[src/rtl/ctr_uart_pkg.sv]
// Shared state encoding and frame constants for the counter UART transmitter.
package ctr_uart_pkg;

    typedef enum logic [1:0] {
        IDLE  = 2'd0,
        START = 2'd1,
        DATA  = 2'd2,
        STOP  = 2'd3
    } uart_state_t;

    localparam int UART_DATA_BITS  = 8;
    localparam int UART_FRAME_BITS = 10;

    // Bit-period divider must leave at least one non-boundary cycle and fit 16 bits.
    function automatic bit clk_div_legal(input int div);
        return (div >= 2) && (div <= 65535);
    endfunction

endpackage

[src/rtl/ctr_uart_tx_if.sv]
// Byte handshake between the counter (master) and the UART transmitter (slave).
interface ctr_uart_tx_if;
    import ctr_uart_pkg::*;

    logic [UART_DATA_BITS-1:0] in_data;
    logic                      in_valid;
    logic                      in_ready;

    modport master (
        output in_data,
        output in_valid,
        input  in_ready
    );

    modport slave (
        input  in_data,
        input  in_valid,
        output in_ready
    );

endinterface

[src/rtl/ctr_uart_tx_baud_div.sv]
// Bit-period divider: free-running 0..CLK_DIV-1 counter with a restart that pins it at zero.
module uart_baud_div #(
    parameter int CLK_DIV = 16
) (
    input  logic clk,
    input  logic rst,
    input  logic restart,
    output logic tick
);

    localparam int            CW   = (CLK_DIV > 1) ? $clog2(CLK_DIV) : 1;
    localparam logic [CW-1:0] LAST = CW'(CLK_DIV - 1);

    logic [CW-1:0] count;

    always_ff @(posedge clk or posedge rst) begin
        if (rst) begin
            count <= '0;
        end else if (restart || (count == LAST)) begin
            count <= '0;
        end else begin
            count <= count + 1'b1;
        end
    end

    // High during the last cycle of each bit period.
    assign tick = (count == LAST);

endmodule

[src/rtl/ctr_uart_tx.sv]
// 8N1 UART transmitter for the blinky counter output: one-byte holding register
// in front of a start/data/stop shift FSM, LSB first, idle-high line.
module ctr_uart_tx
    import ctr_uart_pkg::*;
#(
    parameter int CLK_DIV = 16
) (
    input  logic         clk,
    input  logic         rst,
    ctr_uart_tx_if.slave up,
    output logic         tx,
    output logic         busy
);

    if (!clk_div_legal(CLK_DIV)) begin : g_bad_clk_div
        $error("ctr_uart_tx: CLK_DIV must be in 2..65535");
    end

    uart_state_t               state;
    logic [UART_DATA_BITS-1:0] hold_q;
    logic [UART_DATA_BITS-1:0] shift_q;
    logic                      hold_full;
    logic [2:0]                bit_idx;
    logic                      tick;
    logic                      restart;
    logic                      accept;
    logic                      load;
    logic                      hold_nxt;

    assign accept   = up.in_valid && up.in_ready;
    // The shifter takes the held byte from IDLE or at the very end of a stop bit.
    assign load     = hold_full && ((state == IDLE) || ((state == STOP) && tick));
    assign hold_nxt = accept || (hold_full && !load);
    // Keeping the divider at zero while idle makes the start bit a full period.
    assign restart  = (state == IDLE);

    uart_baud_div #(
        .CLK_DIV (CLK_DIV)
    ) u_baud_div (
        .clk     (clk),
        .rst     (rst),
        .restart (restart),
        .tick    (tick)
    );

    always_ff @(posedge clk) begin
        if (accept) begin
            hold_q <= up.in_data;
        end
    end

    always_ff @(posedge clk) begin
        if (load) begin
            shift_q <= hold_q;
        end else if ((state == DATA) && tick) begin
            shift_q <= {1'b0, shift_q[UART_DATA_BITS-1:1]};
        end
    end

    always_ff @(posedge clk or posedge rst) begin
        if (rst) begin
            state       <= IDLE;
            hold_full   <= 1'b0;
            up.in_ready <= 1'b1;
            busy        <= 1'b0;
            tx          <= 1'b1;
            bit_idx     <= '0;
        end else begin
            hold_full   <= hold_nxt;
            up.in_ready <= !hold_nxt;
            case (state)
                IDLE: begin
                    if (load) begin
                        state <= START;
                        tx    <= 1'b0;
                        busy  <= 1'b1;
                    end else begin
                        busy  <= hold_nxt;
                    end
                end
                START: begin
                    busy <= 1'b1;
                    if (tick) begin
                        state   <= DATA;
                        tx      <= shift_q[0];
                        bit_idx <= '0;
                    end
                end
                DATA: begin
                    busy <= 1'b1;
                    if (tick) begin
                        if (bit_idx == 3'(UART_DATA_BITS - 1)) begin
                            state <= STOP;
                            tx    <= 1'b1;
                        end else begin
                            tx      <= shift_q[1];
                            bit_idx <= bit_idx + 3'd1;
                        end
                    end
                end
                STOP: begin
                    if (tick) begin
                        if (load) begin
                            state <= START;
                            tx    <= 1'b0;
                            busy  <= 1'b1;
                        end else begin
                            state <= IDLE;
                            busy  <= hold_nxt;
                        end
                    end else begin
                        busy <= 1'b1;
                    end
                end
                default: begin
                    state <= IDLE;
                    tx    <= 1'b1;
                    busy  <= hold_nxt;
                end
            endcase
        end
    end

endmodule

[src/flat_wrapper.sv]
// flat-port wrapper written by rule: the top's interface ports become plain ports
module ctr_uart_tx_flat import ctr_uart_pkg::*;
#(
    parameter int CLK_DIV = 16
)
  (clk, rst, tx, busy, up_in_data, up_in_valid, up_in_ready);
  ctr_uart_tx_if up_i ();
  input  logic clk;
  input  logic rst;
  output logic tx;
  output logic busy;
  input wire logic [$bits(up_i.in_data)-1:0] up_in_data;
  input wire logic [$bits(up_i.in_valid)-1:0] up_in_valid;
  output wire logic [$bits(up_i.in_ready)-1:0] up_in_ready;
  assign up_i.in_data = up_in_data;
  assign up_i.in_valid = up_in_valid;
  assign up_in_ready = up_i.in_ready;
  ctr_uart_tx #(.CLK_DIV(CLK_DIV)) u_core (.clk(clk), .rst(rst), .up(up_i), .tx(tx), .busy(busy));
endmodule
[config.mk]
export PLATFORM = sky130hd
export DESIGN_NAME = ctr_uart_tx_flat
export DESIGN_NICKNAME = d
export VERILOG_FILES = /design/src/rtl/ctr_uart_pkg.sv /design/src/rtl/ctr_uart_tx_if.sv /design/src/rtl/ctr_uart_tx_baud_div.sv /design/src/rtl/ctr_uart_tx.sv /design/src/flat_wrapper.sv
export SDC_FILE = /design/constraint.sdc
export NUM_CORES = 1
export LEC_CHECK = 0
export BUFFER_PORTS_ARGS = -buffer_cell sky130_fd_sc_hd__buf_2
export CAP_MARGIN = 30
export CORE_AREA = 10 10 64 66
export DETAILED_ROUTE_END_ITERATION = 7
export DIE_AREA = 0 0 74 76
export HOLD_SLACK_MARGIN = 0.03
export PLACE_DENSITY = 0.77
export SLEW_MARGIN = 20
export SYNTH_ARGS = -nofsm -noshare
export SYNTH_HDL_FRONTEND = slang
export SYNTH_SLANG_ARGS = --single-unit
[constraint.sdc]
create_clock -name clk -period 2.2 [get_ports clk]
set_input_delay 0.33 -clock clk [delete_from_list [all_inputs] [get_ports clk]]
set_output_delay 0.33 -clock clk [all_outputs]
set_load 0.03 [all_outputs]
== Yosys cells after proc, flatten, opt, wreduce, memory -nomap -nowiden ==
Cells that the tools add are included.

* $add $sub $neg: 2
* Equal/unequal tests: 11
* Multiplexer cells: 23
* Reduce and logical (&&, ||, !) cells: 17

{| class="wikitable"
|+ Operators with widths
! cell !! count
|-
| 8-bit 2-to-1 mux || 2
|-
| 2-bit 2-to-1 mux || 5
|-
| 3-bit 2-to-1 mux || 3
|-
| 1-bit 2-to-1 mux || 8
|-
| 2-bit by 1-bit inequality test with 1-bit output, second input constant || 4
|-
| 2-bit one-hot mux with 4 select lines || 1
|-
| 3-bit one-hot mux with 2 select lines || 1
|-
| 1-bit logical AND || 5
|-
| 5-bit AND reduction || 1
|-
| 4-bit by 1-bit adder with 4-bit output, second input constant || 1
|-
| 2-bit == test, second input constant || 2
|-
| 4-bit == test, second input constant || 1
|-
| 4-bit 2-to-1 mux || 1
|-
| 2-bit inequality test, second input constant || 2
|-
| 1-bit one-hot mux with 4 select lines || 1
|-
| 4-bit AND reduction || 1
|-
| 2-bit nonzero test || 2
|-
| 3-bit by 1-bit adder with 3-bit output, second input constant || 1
|-
| 3-bit == test, second input constant || 1
|-
| 1-bit logical OR || 3
|-
| 1-bit one-hot mux with 3 select lines || 1
|-
| 3-bit AND reduction || 1
|-
| 2-bit by 1-bit == test with 1-bit output, second input constant || 1
|-
| 1-bit logical NOT || 2
|-
| 2 further kinds || 2
|}

* Register bits: 29
* Bits of input ports: 11
* Output and inout port bits: 3
* Logic and storage cells: 62

== Longest topological paths before layout ==
* Depth after elaboration: 10
* Gate-level depth with buffers: 7

== Hierarchy ==
A second synthesis with hierarchy kept.

* Cell total of the unflattened synthesis: 98
* Area total of the unflattened synthesis: 1355.0 um^2

{| class="wikitable"
|+ By module, submodules not included
! module !! instances !! cells each !! area an instance (um^2) !! sequential area each (um^2)
|-
| ctr_uart_tx || 1 || 84 || 1179.9 || 708.2
|-
| uart_baud_div || 1 || 14 || 175.2 || 100.1
|}

== Worst setup path before layout ==
OpenSTA, ideal clock, no wires.

* Kind: register to register
* From: reg u_core.state[0]
* To: reg u_core.shift_q[0] (data pin)
* Setup time: 0.260 ns
* Arrival: 1.446 ns
* Data required time: 1.940 ns
* Setup slack: 0.494 ns
* Cell stages (with the launch flop): 7
* Cell sequence: dfrtp_1 inv_1 ha_1 inv_1 o22a_1 buf_2 mux2_2

* Cells in the longest elaborated chain, start to end: 5
* Elaborated cells on any way between the ends: 6

{| class="wikitable"
|+ RTL lines
! what !! RTL line !! RTL
|-
| start: declaration || ctr_uart_tx.sv:19 || <nowiki>uart_state_t state;</nowiki>
|-
| start signal: assignment || ctr_uart_tx.sv:62 || <nowiki>state <= IDLE;</nowiki>
|-
| start signal: assignment || ctr_uart_tx.sv:74 || <nowiki>state <= START;</nowiki>
|-
| start signal: assignment || ctr_uart_tx.sv:84 || <nowiki>state <= DATA;</nowiki>
|-
| 2-bit == test || ctr_uart_tx.sv:32 || <nowiki>assign load = hold_full && ((state == IDLE) || ((state == STOP) && tick));</nowiki>
|-
| 1-bit logical AND || ctr_uart_tx.sv:32 ||
|-
| 1-bit logical OR * || ctr_uart_tx.sv:32 ||
|-
| 1-bit logical AND * || ctr_uart_tx.sv:32 ||
|-
| 8-bit 2-to-1 mux * || ctr_uart_tx.sv:53 || <nowiki>if (load) begin</nowiki>
|-
| end signal: assignment || ctr_uart_tx.sv:54 || <nowiki>shift_q <= hold_q;</nowiki>
|-
| end signal: assignment || ctr_uart_tx.sv:56 || <nowiki>shift_q <= {1'b0, shift_q[UART_DATA_BITS-1:1]};</nowiki>
|-
| end: declaration || ctr_uart_tx.sv:21 || <nowiki>logic [UART_DATA_BITS-1:0] shift_q;</nowiki>
|}

Mark *: on every way between the ends. The rest lies on a longest branch, timed or not.
A chain may end at the register's enable or synchronous reset.

== Worst setup path in the final report ==
* From: reg u_core.state[0]
* To: reg u_core.shift_q[6] (enable)

* Cells in the longest elaborated chain, start to end: 5
* Elaborated cells on any way between the ends: 8

{| class="wikitable"
|+ RTL lines
! what !! RTL line
|-
| 2-bit == test || ctr_uart_tx.sv:32
|-
| 1-bit logical AND || ctr_uart_tx.sv:32
|-
| 1-bit logical OR || ctr_uart_tx.sv:32
|-
| 1-bit logical AND || ctr_uart_tx.sv:32
|-
| 2-bit nonzero test (no line) * || -
|}

Marks and branches as above.

==> results.py <==
metrics = {
    "setup_path": {
        "worstPathRequired_ns": 2.21,
        "slowest_delay_ns": 0.44,
        "worst-path-buf-inv": 2,
        "crit_path_frequent_cell": "inv_1",
        "critPathArrivalTime_ns": 1.99,
        "path_cells": "inv_1 > ha_1 > inv_1 > o22a_1 > nand2_1",
        "worst_setup_path_start_kind": "register",
        "crit_path_max_fanout": 10,
        "cp_top_family": "flip-flops",
        "rrSetupSlack_ns": 0.21,
        "worstSetupEndpointType": "register",
        "worst-setup-path-type": "reg -> reg",
        "crit_slowest_cell": "dfrtp_1",
    },
    "grt": {
        "globalRouteMet3Util": 0.0443,
        "globalRouteMet2Util": 0.136,
        "gr-usage-all-layers": 0.0922,
        "grt_pass1_vias": 889,
        "grt_pass1_wl_um": 4110,
        "grt_antenna_before_repair": 0,
        "met1_usage": 0.113,
        "gr-max-usage-layer": "met2",
        "grt_max_degree": 14,
        "grt_overflow": 0,
    },
    "route": {
        "num_vias": 837,
        "avgViaCountPerCell": 5.26,
        "dr.pass1.iters": 4,
        "route.detailed.drc": 0,
        "drt_wl_total_um": 2280,
        "ant_nets": 0,
        "drtIter0Drc": 45,
        "wl_per_cell_um": 14.3,
    },
    "final_layout": {
        "seqCellArea_um2": 808,
        "utilization": 0.528,
        "multiInputGateArea_um2": 477,
        "final_common_cell": "edfxtp_1",
        "final.fill_count": 249,
        "antenna_cells": 0,
        "fin_nets": 144,
        "drive_above_1_share": 0.262,
        "area_delta_synth_final_pct": 15.6,
        "mostFrequentLayoutCells": "16 x edfxtp_1, 13 x buf_2, 11 x inv_1, 11 x nand2_1, 11 x dfrtp_1",
    },
    "timing": {
        "clock_skew_ns": 0.00733,
        "slew_headroom": 0.665,
        "setup_tns_ns": 0,
        "worst_pin_slew_ns": 0.502,
        "finalCriticalPeriod_ns": 1.99,
        "rsz0062_at_grt": "no",
        "post-route-period-util": 0.902,
        "setup_viol": 0,
        "fmax_ghz": 0.504,
        "drv_slew": 0,
        "hold_viol": 0,
    },
    "clock_network": {
        "cts_tree": "done",
        "cts.sinks": 29,
        "clkTransAtPathRegs_ns": 0.10,
        "cts_setup_buffers": 0,
        "clk_root_buffer_cell": "clkbuf_4",
        "htree_levels": 2,
        "clkLatencyLatePin_ns": 0.33,
        "cts-resized-gates": 0,
        "clockBufferDepth": 2,
        "cts_hold_buf": 1,
        "cts_made_buffers": 5,
    },
    "synth": {
        "yosys_warnings": 0,
        "synth.distinct_cells": 32,
        "netlist_area_um2": 1340,
        "synth-seq-cells": 29,
        "avgSynthCellArea_um2": 12.6,
        "ys_seq_area_frac": 0.605,
        "syn-num-nets": 125,
        "synthCells": 106,
        "synthFlopType": "edfxtp_1",
        "async_flop_share": 0.448,
        "synth_edf_count": 16,
    },
    "die": {
        "dieWidth_um": 74,
        "io_pins": 14,
        "initial_core_util": 0.456,
        "die_height_um": 76,
        "rows": 20,
        "core-area_um2": 2930,
        "die_area_um2": 5620,
    },
    "pwr": {
        "powerDensity_nw_per_um2": 1470,
        "peakVddDrop_mv": 0.818,
        "p_leak_nw": 0.665,
    },
    "place": {
        "dpl.hpwl_um": 1660,
        "io_buffer_count": 13,
        "place.gp.congestion": 0.906,
    },
    "hold_path": {
        "hp-class": "in -> reg",
    },
    "job": {
        "maxCapViolCount": 0,
    },
    "outcome": {
        "status": "complete, no violations",
    },
}
==> report_power, final <==
| part | switching (mW) | leakage [nW] | internal, mW |
|---|---|---|---|
| Clock | 0.184 | 0.0552 | 0.352 |
| Sequential | 0.107 | 0.309 | 0.805 |
| Combinational | 0.487 | 0.301 | 0.333 |
| Total | 0.778 | 0.665 | 1.49 |
==> through the flow <==
step	area (µm²)	cells	hold WS, ns	power [mW]	setup slack [ns]
2_1_floorplan	1340	106	0.206	1.55	0.494
4_1_cts	1550	159	0.157	2.29	0.183
5_1_grt	1550	159	0.145	2.46	0.0278
6_report	1550	159	0.173	2.27	0.215
3_5_place_dp	1430	150	0.381	1.74	0.219
3_3_place_gp	1430	150	0.374	1.69	0.314
==> worst paths after layout <==
| kind | startpoint | to | depth (start not counted) |
|---|---|---|---|
| min in group asynchronous | rst | u_core.bit_idx[1] | 3 |
| worst min register to register | u_core.tx | u_core.tx | 2 |
| worst max register to register | u_core.state[0] | u_core.shift_q[6] | 5 |
| max in group asynchronous | rst | u_core.up.in_ready | 3 |
| worst min-delay path | up_in_data[0] | u_core.hold_q[0] | 1 |
| worst max-delay path | u_core.state[0] | u_core.shift_q[6] | 5 |
==> synthesized netlist by cell type, drive strengths merged (3+ instances only) <==
library cell	number	area [µm²]
edfxtp	16	480
dfrtp	11	275
inv	11	41.3
nand2	11	41.3
ha	8	100
mux2	7	78.8
nand3	5	25.0
nor2	5	18.8
o21ai	5	28.8
a21oi	3	15.0
==> per-layer routing <==
| metal | part of all wire | up-vias |
|---|---|---|
| li1 | - | 420 |
| met1 | 0.43 | 396 |
| met2 | 0.51 | 17 |
| met3 | 0.045 | 4 |
| met4 | 0.013 | 0 |
| met5 | 0 | - |
==> cell type report <==
| class | count | area share |
|---|---|---|
| Sequential cell | 29 | 0.523 |
| Tap cell | 33 | 0.0267 |
| Timing Repair Buffer | 14 | 0.0486 |
| Clock buffer | 5 | 0.0243 |
| Clock inverter | 3 | 0.0421 |
| Inverter | 11 | 0.0267 |
| Multi-Input combinational cell | 64 | 0.309 |
==> logic make-up (layout without fill, tap and decap cells) <==
family,count (synthesis),count (layout),share of synthesized area
XOR/XNOR,1,1,0.00656
buffers and inverters,13,33,0.0384
AO/OA/AOI/OAI,20,20,0.110
AND/OR/NAND/NOR,27,27,0.0993
multiplexers,8,8,0.0665
flip-flops,29,29,0.605
adder cells (fa/ha/maj),8,8,0.0749
==> registers in the layout (all words and copies together) (netlist names) <==
name	flops
u_core.hold_q	8
u_core.hold_full	1
u_core.state	2
u_core.u_baud_div.count	4
u_core.bit_idx	3
u_core.up.in_ready	1
u_core.shift_q	8
u_core.busy	1
u_core.tx	1
Note: power is estimated with default switching activity, not from simulation.
